$ cat config.mk
export PLATFORM = sky130hd
export DESIGN_NAME = ghash_block_scheduler
export DESIGN_NICKNAME = d
export VERILOG_FILES = /design/src/rtl/ghash_pkg.sv /design/src/rtl/ghash_lane_mask_gen.sv /design/src/rtl/ghash_block_scheduler.sv
export SDC_FILE = /design/constraint.sdc
export NUM_CORES = 1
export LEC_CHECK = 0
export BUFFER_PORTS_ARGS = -buffer_cell sky130_fd_sc_hd__buf_4
export CORE_MARGIN = 5
export CORE_UTILIZATION = 56
export DETAILED_ROUTE_END_ITERATION = 7
export GPL_TIMING_DRIVEN = 0
export PLACE_DENSITY_LB_ADDON = 0.12
export SYNTH_ARGS = -nofsm -noshare
export SYNTH_HDL_FRONTEND = slang
export SYNTH_HIERARCHICAL = 1
export SYNTH_SLANG_ARGS = --single-unit
$ cat constraint.sdc
create_clock -name i_clock -period 3.7 [get_ports i_clock]
set_input_delay 0.555 -clock i_clock [delete_from_list [all_inputs] [get_ports i_clock]]
set_output_delay 0.555 -clock i_clock [all_outputs]
set_load 0.1 [all_outputs]
$ cat src/rtl/ghash_pkg.sv
// Shared types and constants for the GHASH block scheduler.
// State encoding, data source select codes and lane parallelism.
package ghash_pkg;

  localparam int BLOCK_PROC_PAR = 4;

  typedef enum logic [2:0] {
    ST_IDLE,
    ST_AAD,
    ST_CT,
    ST_LEN,
    ST_DRAIN
  } state_t;

  localparam logic [1:0] SEL_AAD = 2'd0;
  localparam logic [1:0] SEL_CT  = 2'd1;
  localparam logic [1:0] SEL_LEN = 2'd2;

endpackage

$ cat src/rtl/ghash_lane_mask_gen.sv
// Turns a remaining-block count into the group size k and its lane mask.
// k saturates at the lane count; the mask has its k low bits set.
module ghash_lane_mask_gen
  import ghash_pkg::*;
#(
  parameter int NB   = 10,
  parameter int PAR  = BLOCK_PROC_PAR,
  parameter int NB_K = $clog2(PAR) + 1
) (
  input  logic [NB-1:0]   remaining,
  output logic [NB_K-1:0] k,
  output logic [PAR-1:0]  mask
);

  always_comb begin
    if (remaining >= NB'(PAR)) k = NB_K'(PAR);
    else                       k = remaining[NB_K-1:0];
    mask = '0;
    for (int i = 0; i < PAR; i++)
      mask[i] = (NB_K'(i) < k);
  end

endmodule

$ cat src/rtl/ghash_block_scheduler.sv
// Sequences one GHASH job: AAD groups, CT groups, then the length block,
// then waits for the control unit to report the hash as done.
module ghash_block_scheduler
  import ghash_pkg::*;
#(
  parameter int NB_N_MESSAGES       = 10,
  parameter int LOG2_BLOCK_PROC_PAR = 2,
  parameter int DRAIN_TIMEOUT       = 64,
  parameter int NB_TIMEOUT          = 7
) (
  input  logic                           i_clock,
  input  logic                           i_reset,
  input  logic                           i_start,
  input  logic [NB_N_MESSAGES-1:0]       i_n_aad,
  input  logic [NB_N_MESSAGES-1:0]       i_n_ct,
  input  logic                           i_blk_valid,
  output logic                           o_blk_ready,
  input  logic                           i_hold_msg,
  input  logic                           i_hash_done,
  output logic                           o_ghash_valid,
  output logic [(2**LOG2_BLOCK_PROC_PAR)-1:0] o_blk_mask,
  output logic [1:0]                     o_sel,
  output logic [NB_N_MESSAGES-1:0]       o_n_messages,
  output logic [NB_N_MESSAGES-1:0]       o_msg_count,
  output logic [LOG2_BLOCK_PROC_PAR-1:0] o_msg_bubbles,
  output logic                           o_busy,
  output logic                           o_done,
  output logic                           o_error
);

  localparam int NB   = NB_N_MESSAGES;
  localparam int PAR  = 2**LOG2_BLOCK_PROC_PAR;
  localparam int NB_K = LOG2_BLOCK_PROC_PAR + 1;

  state_t              state;
  logic [NB-1:0]       remaining;
  logic [NB-1:0]       n_ct_q;
  logic [NB_TIMEOUT-1:0] timer;
  logic [NB_K-1:0]     k;
  logic [NB-1:0]       k_ext;
  logic [NB-1:0]       k_issue;
  logic [PAR-1:0]      lane_mask;
  logic                hs;
  logic [NB:0]         total;

  ghash_lane_mask_gen #(
    .NB   (NB),
    .PAR  (PAR),
    .NB_K (NB_K)
  ) u_mask (
    .remaining (remaining),
    .k         (k),
    .mask      (lane_mask)
  );

  // One extra bit so an oversized job is detectable rather than wrapping.
  assign total = {1'b0, i_n_aad} + {1'b0, i_n_ct} + (NB+1)'(1);
  assign k_ext = {{(NB-NB_K){1'b0}}, k};

  assign o_busy      = (state != ST_IDLE);
  assign o_blk_ready = (state == ST_AAD || state == ST_CT) & ~i_hold_msg;
  assign hs          = o_blk_ready & i_blk_valid;

  always_comb begin
    o_ghash_valid = 1'b0;
    o_blk_mask    = '0;
    o_sel         = SEL_AAD;
    k_issue       = '0;
    unique case (1'b1)
      state == ST_AAD: begin
        o_ghash_valid = hs;
        o_blk_mask    = lane_mask;
        o_sel         = SEL_AAD;
        k_issue       = k_ext;
      end
      state == ST_CT: begin
        o_ghash_valid = hs;
        o_blk_mask    = lane_mask;
        o_sel         = SEL_CT;
        k_issue       = k_ext;
      end
      state == ST_LEN: begin
        o_ghash_valid = 1'b1;
        o_blk_mask    = PAR'(1);
        o_sel         = SEL_LEN;
        k_issue       = NB'(1);
      end
      default: ;
    endcase
  end

  always_ff @(posedge i_clock) begin
    if (i_reset) begin
      state         <= ST_IDLE;
      remaining     <= '0;
      n_ct_q        <= '0;
      timer         <= '0;
      o_n_messages  <= '0;
      o_msg_count   <= '0;
      o_msg_bubbles <= '0;
      o_done        <= 1'b0;
      o_error       <= 1'b0;
    end else begin
      o_done  <= 1'b0;
      o_error <= 1'b0;
      if (o_ghash_valid) o_msg_count <= o_msg_count + k_issue;
      unique case (state)
        ST_IDLE: if (i_start) begin
          o_msg_count   <= '0;
          o_n_messages  <= total[NB-1:0];
          o_msg_bubbles <= total[LOG2_BLOCK_PROC_PAR-1:0];
          n_ct_q        <= i_n_ct;
          if (total[NB]) begin
            o_error <= 1'b1;
          end else if (i_n_aad != '0) begin
            state     <= ST_AAD;
            remaining <= i_n_aad;
          end else if (i_n_ct != '0) begin
            state     <= ST_CT;
            remaining <= i_n_ct;
          end else begin
            state <= ST_LEN;
          end
        end
        ST_AAD, ST_CT: if (hs) begin
          if (remaining == k_ext) begin
            if (state == ST_AAD && n_ct_q != '0) begin
              state     <= ST_CT;
              remaining <= n_ct_q;
            end else begin
              state     <= ST_LEN;
              remaining <= '0;
            end
          end else begin
            remaining <= remaining - k_ext;
          end
        end
        ST_LEN: begin
          state <= ST_DRAIN;
          timer <= '0;
        end
        ST_DRAIN: begin
          if (i_hash_done) begin
            o_done <= 1'b1;
            state  <= ST_IDLE;
          end else if (timer == NB_TIMEOUT'(DRAIN_TIMEOUT - 1)) begin
            o_error <= 1'b1;
            state   <= ST_IDLE;
          end else begin
            timer <= timer + 1'b1;
          end
        end
        default: state <= ST_IDLE;
      endcase
    end
  end

endmodule

==> impl_metrics.ini, run 1 <==
[run_status]
status = finished, final reports clean

[timing]
tightest_slew_ps = 674
fmax_mhz = 301
setup_viol = 0
finalMaxSlewViolations = 0
fin_ws_ps = 374
fin_crit_ps = 3330
finalSetupTns_ps = 0
clock_skew_ps = 8.40
finalHoldViolCount = 0
fin_crit_sh_pct = 89.9
rsz0062_at_grt = no
maxSlewHeadroom_pct = 54.5

[logic_synthesis]
ys_ff_latch = 52
avgSynthCellArea_um2 = 7.92
synth_top_area_share_pct = 31.3
synth_warnings = 6
syn-instance-count = 420
synth_cell_types = 62
netlist_top_cells_area = dfxtp_1 31%, ha_1 6.4%, a21oi_1 5.9%, nand2_1 5.9%, nor2_1 5.2%
synth_flop_cell = dfxtp_1
yosysTopAreaCell = dfxtp_1
synth_commonest_cells = 52 x dfxtp_1, 52 x nand2_1, 46 x nor2_1
synth_edf_count = 0
syn-num-nets = 466
ys_async_sr_fraction_pct = 0
synth-seq-area-share_pct = 31.3
syn_area_um2 = 3330

[clock_tree]
cts_setup_buffers = 0
cts-buffers-inserted = 5
hold_buffers = 0
clock_latency_ps = 310
post_cts_resized = 0
cts_sinks = 52
clk_pin_slew_ps = 100
tritoncts = done
h-tree-depth = 2
clock_path_buffers = 2
cts-root-buf = clkbuf_8

[critical_path]
r2r-end = remaining[1]$_SDFFE_PP0P_
critPathCaptureType = flip-flop
cp_slowest_cell = a2111oi_0
critPathRequiredTime_ps = 3870
cpLargestDelayFamily = simple AND/OR/NAND/NOR gates
start_kind = flip-flop
rr_startpoint = remaining[5]$_SDFFE_PP0P_
ff2ff_path_depth = 10
critical_path_class = flip-flop to flip-flop
path_cells = nor4_2, and3_1, inv_1, ha_1, nand4b_1, nor3_2, or2b_2, nor2_1, a2111oi_0, a211oi_1
reg2reg_slack_ps = 370
critical_path_arrival_ps = 3500
cp_max_fo = 7
max_stage_delay_ps = 580
path_buf_inv = 1

[placement]
place_ws_ps = 469
gp_congestion = 0.910
placed_area_um2 = 3860
port_buffers = 58
post-place-cells = 553
place_hpwl_mm = 6.89

[global_route]
grt.total_usage_pct = 25.1
grt_use_met2_pct = 41.3
grt_pass1_wl_mm = 15.2
grtUsageMet3_pct = 4.35
antenna_found_initial = 0
grt_max_degree = 17
top_usage_layer = met2
use_met1_pct = 32.9
first_global_vias = 3280
grt_overflow = 0

[die]
die_height_um = 87.1
die_area_um2 = 7580
ios = 59
die_w_um = 87.1
coreArea_um2 = 5850
initial_utilization_pct = 56.9
fp-row-count = 28

[drt]
postRouteAntennaNets = 0
wirelength_mm = 8.96
drtIter0Drc = 208
dr.pass1.iters = 5
wl_per_cell_um = 16.0
vias = 3346
drcViolationCount = 0
avgViaCountPerCell = 5.96

[hold_path]
hp-start = o_n_messages[6]$_SDFFE_PP0P_
whs_endpoint = o_n_messages[6]$_SDFFE_PP0P_
worstHoldPathCells = 2
hold_class = flip-flop to flip-flop

[power_and_ir_drop]
powerDensity_nw_per_um2 = 754
cellLeakagePower_nw = 1.65
vdd_drop_max_mv = 0.480

[layout]
nets = 531
drive_gt1_share_pct = 17.5
area_growth_pct = 18.6
antenna_cells = 0
fillCellCount = 535
final_cells = 561
final_area_um2 = 3950

[flow_run]
cap_violations = 0
==> routing by layer <==
layer  up-vias  share of wire, %
li1       1649                 -
met1      1544                42
met2       135                48
met3        18               7.8
met4         0               1.9
met5         -                 0
==> kinds of logic after synthesis <==
kind of cell / count (synthesis) / synth area share (%)
muxes: 4 / 1.24
buffers and inverters: 34 / 4.66
AOI/OAI and AO/OA: 104 / 20.4
DFF: 52 / 31.3
and+or+nand+nor: 188 / 29.4
xor gates and xnor gates: 18 / 4.74
adders and majority gates: 20 / 8.20
==> metrics by stage <==
stage / hold slack (ps) / util (%) / power [mW]
after floorplan: 449 / - / 2.23
after global placement: 444 / 65.9 / 2.60
after detailed placement: 452 / 65.9 / 2.63
after CTS: 466 / 67.4 / 2.96
after global routing: 498 / 67.4 / 3.18
final: 464 / 67.4 / 2.98
==> final cells by class <==
| class | instances | area [um^2] | area share, % |
|---|---|---|---|
| buffer | 19 | 98.8 | 2.51 |
| clock buffer | 6 | 72.6 | 1.84 |
| clock inverter | 2 | 16.3 | 0.412 |
| inverter | 15 | 56.3 | 1.43 |
| multi-input combinational | 334 | 2130 | 54.0 |
| sequential | 52 | 1040 | 26.4 |
| tap | 75 | 93.8 | 2.38 |
| timing repair buffer | 58 | 435 | 11.0 |
==> registers in the layout, summed over array words and instances, names as in the netlist <==
name          count
n_ct_q           10
o_done            1
o_error           1
o_msg_count      10
o_n_messages     10
remaining        10
state             3
timer             7
==> worst reg2reg max path, cell delays in order (launching register included) <==
cell,delay (ps)
dfxtp_1,400
nor4_2,530
and3_1,290
inv_1,80
ha_1,300
nand4b_1,260
nor3_2,350
or2b_2,240
nor2_1,60
a2111oi_0,580
a211oi_1,100
==> worst max path at each step <==
stage	startpoint	to	slack, ps	depth (start not counted)
floorplan	state[0]$_SDFFE_PP0P_	o_msg_count[6]$_SDFF_PP0_	210	10
global placement	remaining[5]$_SDFFE_PP0P_	remaining[1]$_SDFFE_PP0P_	470	10
detailed placement	remaining[5]$_SDFFE_PP0P_	remaining[1]$_SDFFE_PP0P_	470	10
CTS	remaining[5]$_SDFFE_PP0P_	remaining[1]$_SDFFE_PP0P_	440	10
global route	remaining[5]$_SDFFE_PP0P_	remaining[1]$_SDFFE_PP0P_	50	10
finish	remaining[5]$_SDFFE_PP0P_	remaining[1]$_SDFFE_PP0P_	370	10
==> where the power goes <==
group	leakage [nW]	total [mW]	internal, mW	switching (mW)
clock network	0.0414	0.338	0.135	0.202
registers	0.424	0.728	0.644	0.0838
logic	1.19	1.91	0.608	1.30
total	1.65	2.98	1.39	1.59
==> layout by cell type (no fill, tap or decap), types with 6 or more instances in the layout <==
cell type and instances:
a21oi_1 39, nor2_1 46, o21ai_1 11, a21o_1 6
nor3_1 12, nand2_1 52, clkbuf_1 13, buf_4 63
xor2_1 11, inv_1 15, nor4_1 8, and2_1 7
nand3_1 14, dfxtp_1 52, xnor2_1 7, nand4_1 6
nor2b_1 6, ha_1 17, a211oi_1 11
No activity file was read; power rests on OpenSTA's default activity.
==> inputs of run 2 (changes only) <==
--- a/config.mk
+++ b/config.mk
@@ -8,5 +8,5 @@
 export BUFFER_PORTS_ARGS = -buffer_cell sky130_fd_sc_hd__buf_4
 export CORE_MARGIN = 5
-export CORE_UTILIZATION = 56
+export CORE_UTILIZATION = 51
 export DETAILED_ROUTE_END_ITERATION = 7
 export GPL_TIMING_DRIVEN = 0
@@ -14,4 +14,3 @@
 export SYNTH_ARGS = -nofsm -noshare
 export SYNTH_HDL_FRONTEND = slang
-export SYNTH_HIERARCHICAL = 1
 export SYNTH_SLANG_ARGS = --single-unit
==> constraint.sdc (replaced) <==
create_clock -name i_clock -period 2.7 [get_ports i_clock]
set_input_delay 0.27 -clock i_clock [delete_from_list [all_inputs] [get_ports i_clock]]
set_output_delay 0.27 -clock i_clock [all_outputs]
set_load 0.1 [all_outputs]
==> run 2 against run 1 <==
  * Clock-buffer cell count unchanged
  * Non-clock buffer count up 4
  * Die area up 8.9%
  * Highest routed layer unchanged
  * Clock skew up 2.5 ps
  * Power up 37%
  * Combinational power up 32%
  * Via count down 0.30%
  * Critical path depth up 1
  * Global-route usage down 2.3 points
==> impl_metrics.ini, run 2 <==
[run_status]
status = finished, final reports clean

[timing]
fin_crit_ps = 2490
tightest_slew_ps = 706
setup_viol = 0
finalHoldViolCount = 0
fmax_mhz = 401
fin_ws_ps = 207
maxSlewHeadroom_pct = 52.9
fin_crit_sh_pct = 92.3
finalSetupTns_ps = 0
finalMaxSlewViolations = 0
clock_skew_ps = 10.8
rsz0062_at_grt = no

[layout]
final_area_um2 = 4030
final_common_cell = buf_4
nets = 526
antenna_cells = 0
drive_gt1_share_pct = 20.9
area_growth_pct = 20.7
final_cells = 561
final_cell_mix = 62 x buf_4, 56 x nand2_1, 52 x dfxtp_1
post-route-util_pct = 63.4

[clock_tree]
clk_pin_slew_ps = 110
clock_path_buffers = 2
cts-buffers-inserted = 5
tritoncts = done
h-tree-depth = 2
hold_buffers = 0
clock_latency_ps = 320
cts-root-buf = clkbuf_8
cts_sinks = 52

[placement]
place_ws_ps = -68.8
gp_congestion = 0.935
place_hpwl_mm = 7.07
placed_area_um2 = 3870
port_buffers = 57
post-place-cells = 553

[global_route]
first_global_vias = 3166
grt_pass1_wl_mm = 15.7
grt_max_degree = 17
antenna_found_initial = 0
grt.total_usage_pct = 22.8
grt_overflow = 0

[logic_synthesis]
synth_top_area_share_pct = 31.2
avgSynthCellArea_um2 = 7.96
ys_ff_latch = 52
netlist_top_cells_area = dfxtp_1 31%, a21oi_1 6.3%, nand2_1 6.3%, ha_1 5.6%, nor2_1 4.4%
ys_async_sr_fraction_pct = 0
syn_area_um2 = 3340
synth_flop_cell = dfxtp_1
synth_warnings = 0
synth_cell_types = 68
synth-seq-area-share_pct = 31.2
yosysMostFrequentCell = nand2_1
synth_commonest_cells = 56 x nand2_1, 52 x dfxtp_1, 42 x a21oi_1
syn-instance-count = 419
yosysTopAreaCell = dfxtp_1
synth_edf_count = 0
syn-num-nets = 462

[die]
fp-row-count = 29
die_w_um = 90.9
die_height_um = 90.9
initial_utilization_pct = 52.5
die_area_um2 = 8260
ios = 59
coreArea_um2 = 6350

[critical_path]
cp_slowest_cell = dfxtp_1
start_kind = flip-flop
reg2reg_slack_ps = 210
path_cells = nor3_2, buf_4, nand3_2, nand2_1, ha_1, o21a_1, or3_1, o21ai_1, a21oi_1, a211o_1, a21oi_2
critical_path_arrival_ps = 2740
critPathRequiredTime_ps = 2950
max_stage_delay_ps = 420
cp_max_fo = 10
critical_path_class = flip-flop to flip-flop
critPathCaptureType = flip-flop

[power_and_ir_drop]
cellLeakagePower_nw = 1.66
powerDensity_nw_per_um2 = 1010
vdd_drop_max_mv = 1.15

[hold_path]
hold_class = primary input to flip-flop

[drt]
vias = 3336
avgViaCountPerCell = 5.95
postRouteAntennaNets = 0
wl_per_cell_um = 16.5
dr.pass1.iters = 5
drtIter0Drc = 129
wirelength_mm = 9.24
drcViolationCount = 0

[flow_run]
cap_violations = 0
-- run 2: final cells by class --
| cell class | count | area (um^2) |
|---|---|---|
| sequential | 52 | 1040 |
| timing repair buffer | 58 | 435 |
| multi-input combinational | 333 | 2170 |
| buffer | 23 | 134 |
| clock inverter | 2 | 38.8 |
| clock buffer | 6 | 72.6 |
| fill | 584 | 2320 |
| inverter | 10 | 37.5 |
| tap | 77 | 96.3 |
-- run 2: worst paths after layout --
kind,start,cells after the start,end
min,i_hash_done,2,o_done$_SDFF_PP0_
max,remaining[8]$_SDFFE_PP0P_,11,remaining[6]$_SDFFE_PP0P_
min reg2reg,o_n_messages[3]$_SDFFE_PP0P_,2,o_n_messages[3]$_SDFFE_PP0P_
max reg2reg,remaining[8]$_SDFFE_PP0P_,11,remaining[6]$_SDFFE_PP0P_
-- run 2: routing by layer --
metal / global-route usage (%) / part of all wire (%)
met1: 31.1 / 46
met2: 35.5 / 46
met3: 5.33 / 7.2
met5: 0 / 0
met4: 7.33 / 1.2
-- run 2: cell families after synthesis --
logic type                 synth area share (%)
buffers and inverters                      5.10
AOI/OAI and AO/OA                          24.9
xor gates and xnor gates                   4.73
other                                     0.112
and+or+nand+nor                            26.2
adders and majority gates                  6.83
DFF                                        31.2
muxes                                     0.900
-- run 2: through the flow --
stage	power, mW	hold WS [ps]
floorplan	2.93	406
global placement	3.44	444
detailed placement	3.46	449
CTS	4.02	218
global route	4.32	228
finish	4.07	225
-- run 2: worst max-delay path: cells and delay by family, from the launching register on --
kind	cells	cell delay (ps)
AOI/OAI and AO/OA	5	920
adders and majority gates	1	270
buffers and inverters	1	170
DFF	1	420
and+or+nand+nor	4	660
-- run 2: power breakdown --
| part | internal, mW | total [mW] | switching [mW] |
|---|---|---|---|
| sequential | 0.882 | 0.994 | 0.112 |
| combinational | 0.785 | 2.52 | 1.73 |
| clock | 0.281 | 0.561 | 0.280 |
| total | 1.95 | 4.07 | 2.13 |
-- run 2: what timing repair did --
item,CTS,global route
gates resized for setup,3,7
pin swaps,0,1
buffers inserted,0,1
endpoints found under the setup margin,5,9
hold endpoints to repair,0,0
==> inputs of run 3 (changes only) <==
- ABC_AREA: unset -> 1
==> run 3 against run 2 <==
  * Area after synthesis rose by 0.49%
  * Final cell count is 12% higher
  * Worst setup slack lost 33 ps
  * Clock-buffer cell count decreased by 1
  * Register-to-register slack got worse by 30 ps
  * Final area decreased by 0.34%
  * Utilization down 0.58 points
  * First-iteration DRC count rose by 68%
  * Non-clock buffer count decreased by 10
  * Die area is 0.43% higher
  * Flip-flop and latch count is the same
==> impl_metrics.ini, run 3 <==
[run_status]
status = finished, final reports clean

[power_and_ir_drop]
finalPower_mw = 4.82
cellLeakagePower_nw = 1.91
vdd_drop_max_mv = 0.796
powerDensity_nw_per_um2 = 1200

[logic_synthesis]
syn-instance-count = 488
synth-seq-area-share_pct = 31.1
synth_flop_cell = dfxtp_1
syn_area_um2 = 3350
ys_async_sr_fraction_pct = 0
syn-num-nets = 531
yosysTopAreaCell = dfxtp_1
synth_cell_types = 48
synth_warnings = 0
synth_commonest_cells = 77 x inv_1, 77 x nand2_1, 52 x dfxtp_1
avgSynthCellArea_um2 = 6.87
netlist_top_cells_area = dfxtp_1 31%, inv_1 8.6%, nand2_1 8.6%, ha_1 5.6%, a21oi_1 5.5%
synth_edf_count = 0
ys_ff_latch = 52
synth_top_area_share_pct = 31.1

[drt]
avgViaCountPerCell = 5.33
drtIter0Drc = 217
drcViolationCount = 0
vias = 3359
wl_per_cell_um = 14.2
postRouteAntennaNets = 0
dr.pass1.iters = 4
wirelength_mm = 8.94

[placement]
post-place-cells = 622
port_buffers = 57
placed_area_um2 = 3890
place_ws_ps = 140
place_hpwl_mm = 7.20
gp_congestion = 0.905

[layout]
nets = 595
area_growth_pct = 19.7
final_area_um2 = 4010
antenna_cells = 0
drive_gt1_share_pct = 20.8
final_cell_mix = 77 x inv_1, 77 x nand2_1, 60 x buf_4
final_cells = 630

[critical_path]
critPathCaptureType = flip-flop
start_kind = flip-flop
critical_path_arrival_ps = 2740
cp_max_fo = 10
critPathRequiredTime_ps = 2910
critical_path_class = flip-flop to flip-flop

[timing]
clock_skew_ps = 10.7
fin_crit_sh_pct = 93.5
fmax_mhz = 396
rsz0062_at_grt = no
finalHoldViolCount = 0
setup_viol = 0
finalSetupTns_ps = 0
fin_ws_ps = 174
finalMaxSlewViolations = 0
fin_crit_ps = 2530

[clock_tree]
tritoncts = done
cts-root-buf = clkbuf_8
hold_buffers = 0
clock_latency_ps = 320
cts_sinks = 52
clock_path_buffers = 2
cts-buffers-inserted = 5
h-tree-depth = 2
clk_pin_slew_ps = 110

[global_route]
grt_pass1_wl_mm = 15.0
grt_max_degree = 17
antenna_found_initial = 0
grt_overflow = 0
first_global_vias = 3227
grt.total_usage_pct = 21.5

[die]
coreArea_um2 = 6390
fp-row-count = 29
die_area_um2 = 8290
die_w_um = 91.1
die_height_um = 91.1
initial_utilization_pct = 52.5
ios = 59

[flow_run]
cap_violations = 0

[hold_path]
hold_class = primary input to flip-flop
-- run 3: cell families after synthesis --
kind of cell               Yosys count  share of synthesized area (%)
buffers and inverters               98                           11.7
AOI/OAI and AO/OA                  113                           20.2
xor gates and xnor gates             6                           1.57
DFF                                 52                           31.1
and+or+nand+nor                    201                           28.6
other                                1                          0.112
adders and majority gates           17                           6.79
-- run 3: what timing repair did --
item | 4_1_cts | 5_1_grt
endpoints found under the setup margin | 0 | 5
buffers inserted | 0 | 0
gates resized for setup | 0 | 6
-- run 3: per-stage QoR --
stage	util, %	hold WS, ps
2_1_floorplan	-	431
4_1_cts	62.6	222
3_3_place_gp	60.9	457
5_1_grt	62.8	253
6_report	62.8	225
3_5_place_dp	60.9	451
-- run 3: layer usage --
layer	vias up	GRT usage [%]	routed length, um
li1	1736	-	-
met1	1514	27.7	4020
met2	93	35.5	4190
met3	16	3.80	501
met4	0	9.05	224
met5	-	0	0
-- run 3: path summary, 6_finish.rpt --
path                                start                           end  slack (ps)  cells after the start
max reg2reg         state[2]$_SDFFE_PP0P_     o_msg_count[7]$_SDFF_PP0_         170                     15
min reg2reg  o_n_messages[7]$_SDFFE_PP0P_  o_n_messages[7]$_SDFFE_PP0P_         470                      2
min                           i_hash_done             o_done$_SDFF_PP0_         230                      3
max                 state[2]$_SDFFE_PP0P_     o_msg_count[7]$_SDFF_PP0_         170                     15
-- run 3: power by group --
group / internal, mW / leakage [nW] / switching (mW)
clock: 0.275 / 0.0541 / 0.281
combinational: 0.890 / 1.43 / 2.29
sequential: 0.928 / 0.425 / 0.157
total: 2.09 / 1.91 / 2.73
-- run 3: critical path, stage by stage, from the launching register on --
cell and delay (ps):
dfxtp_1 410, inv_2 90, nand3_2 90, nand2_2 80, inv_1 80, clkbuf_4 210
buf_4 220, nor2_4 50, ha_1 350, nand3_1 100, nand2_1 120, nand2_1 90
nor2_2 160, nand2_1 90, nor3_1 190, nor3b_2 60
-- run 3: cell type report --
cell class	instances	area, um^2
Buffer	14	85.1
Clock buffer	5	68.8
Clock inverter	3	42.5
Fill cell	596	2370
Inverter	84	315
Multi-Input combinational cell	338	1930
Sequential cell	52	1040
Tap cell	77	96.3
Timing Repair Buffer	57	428
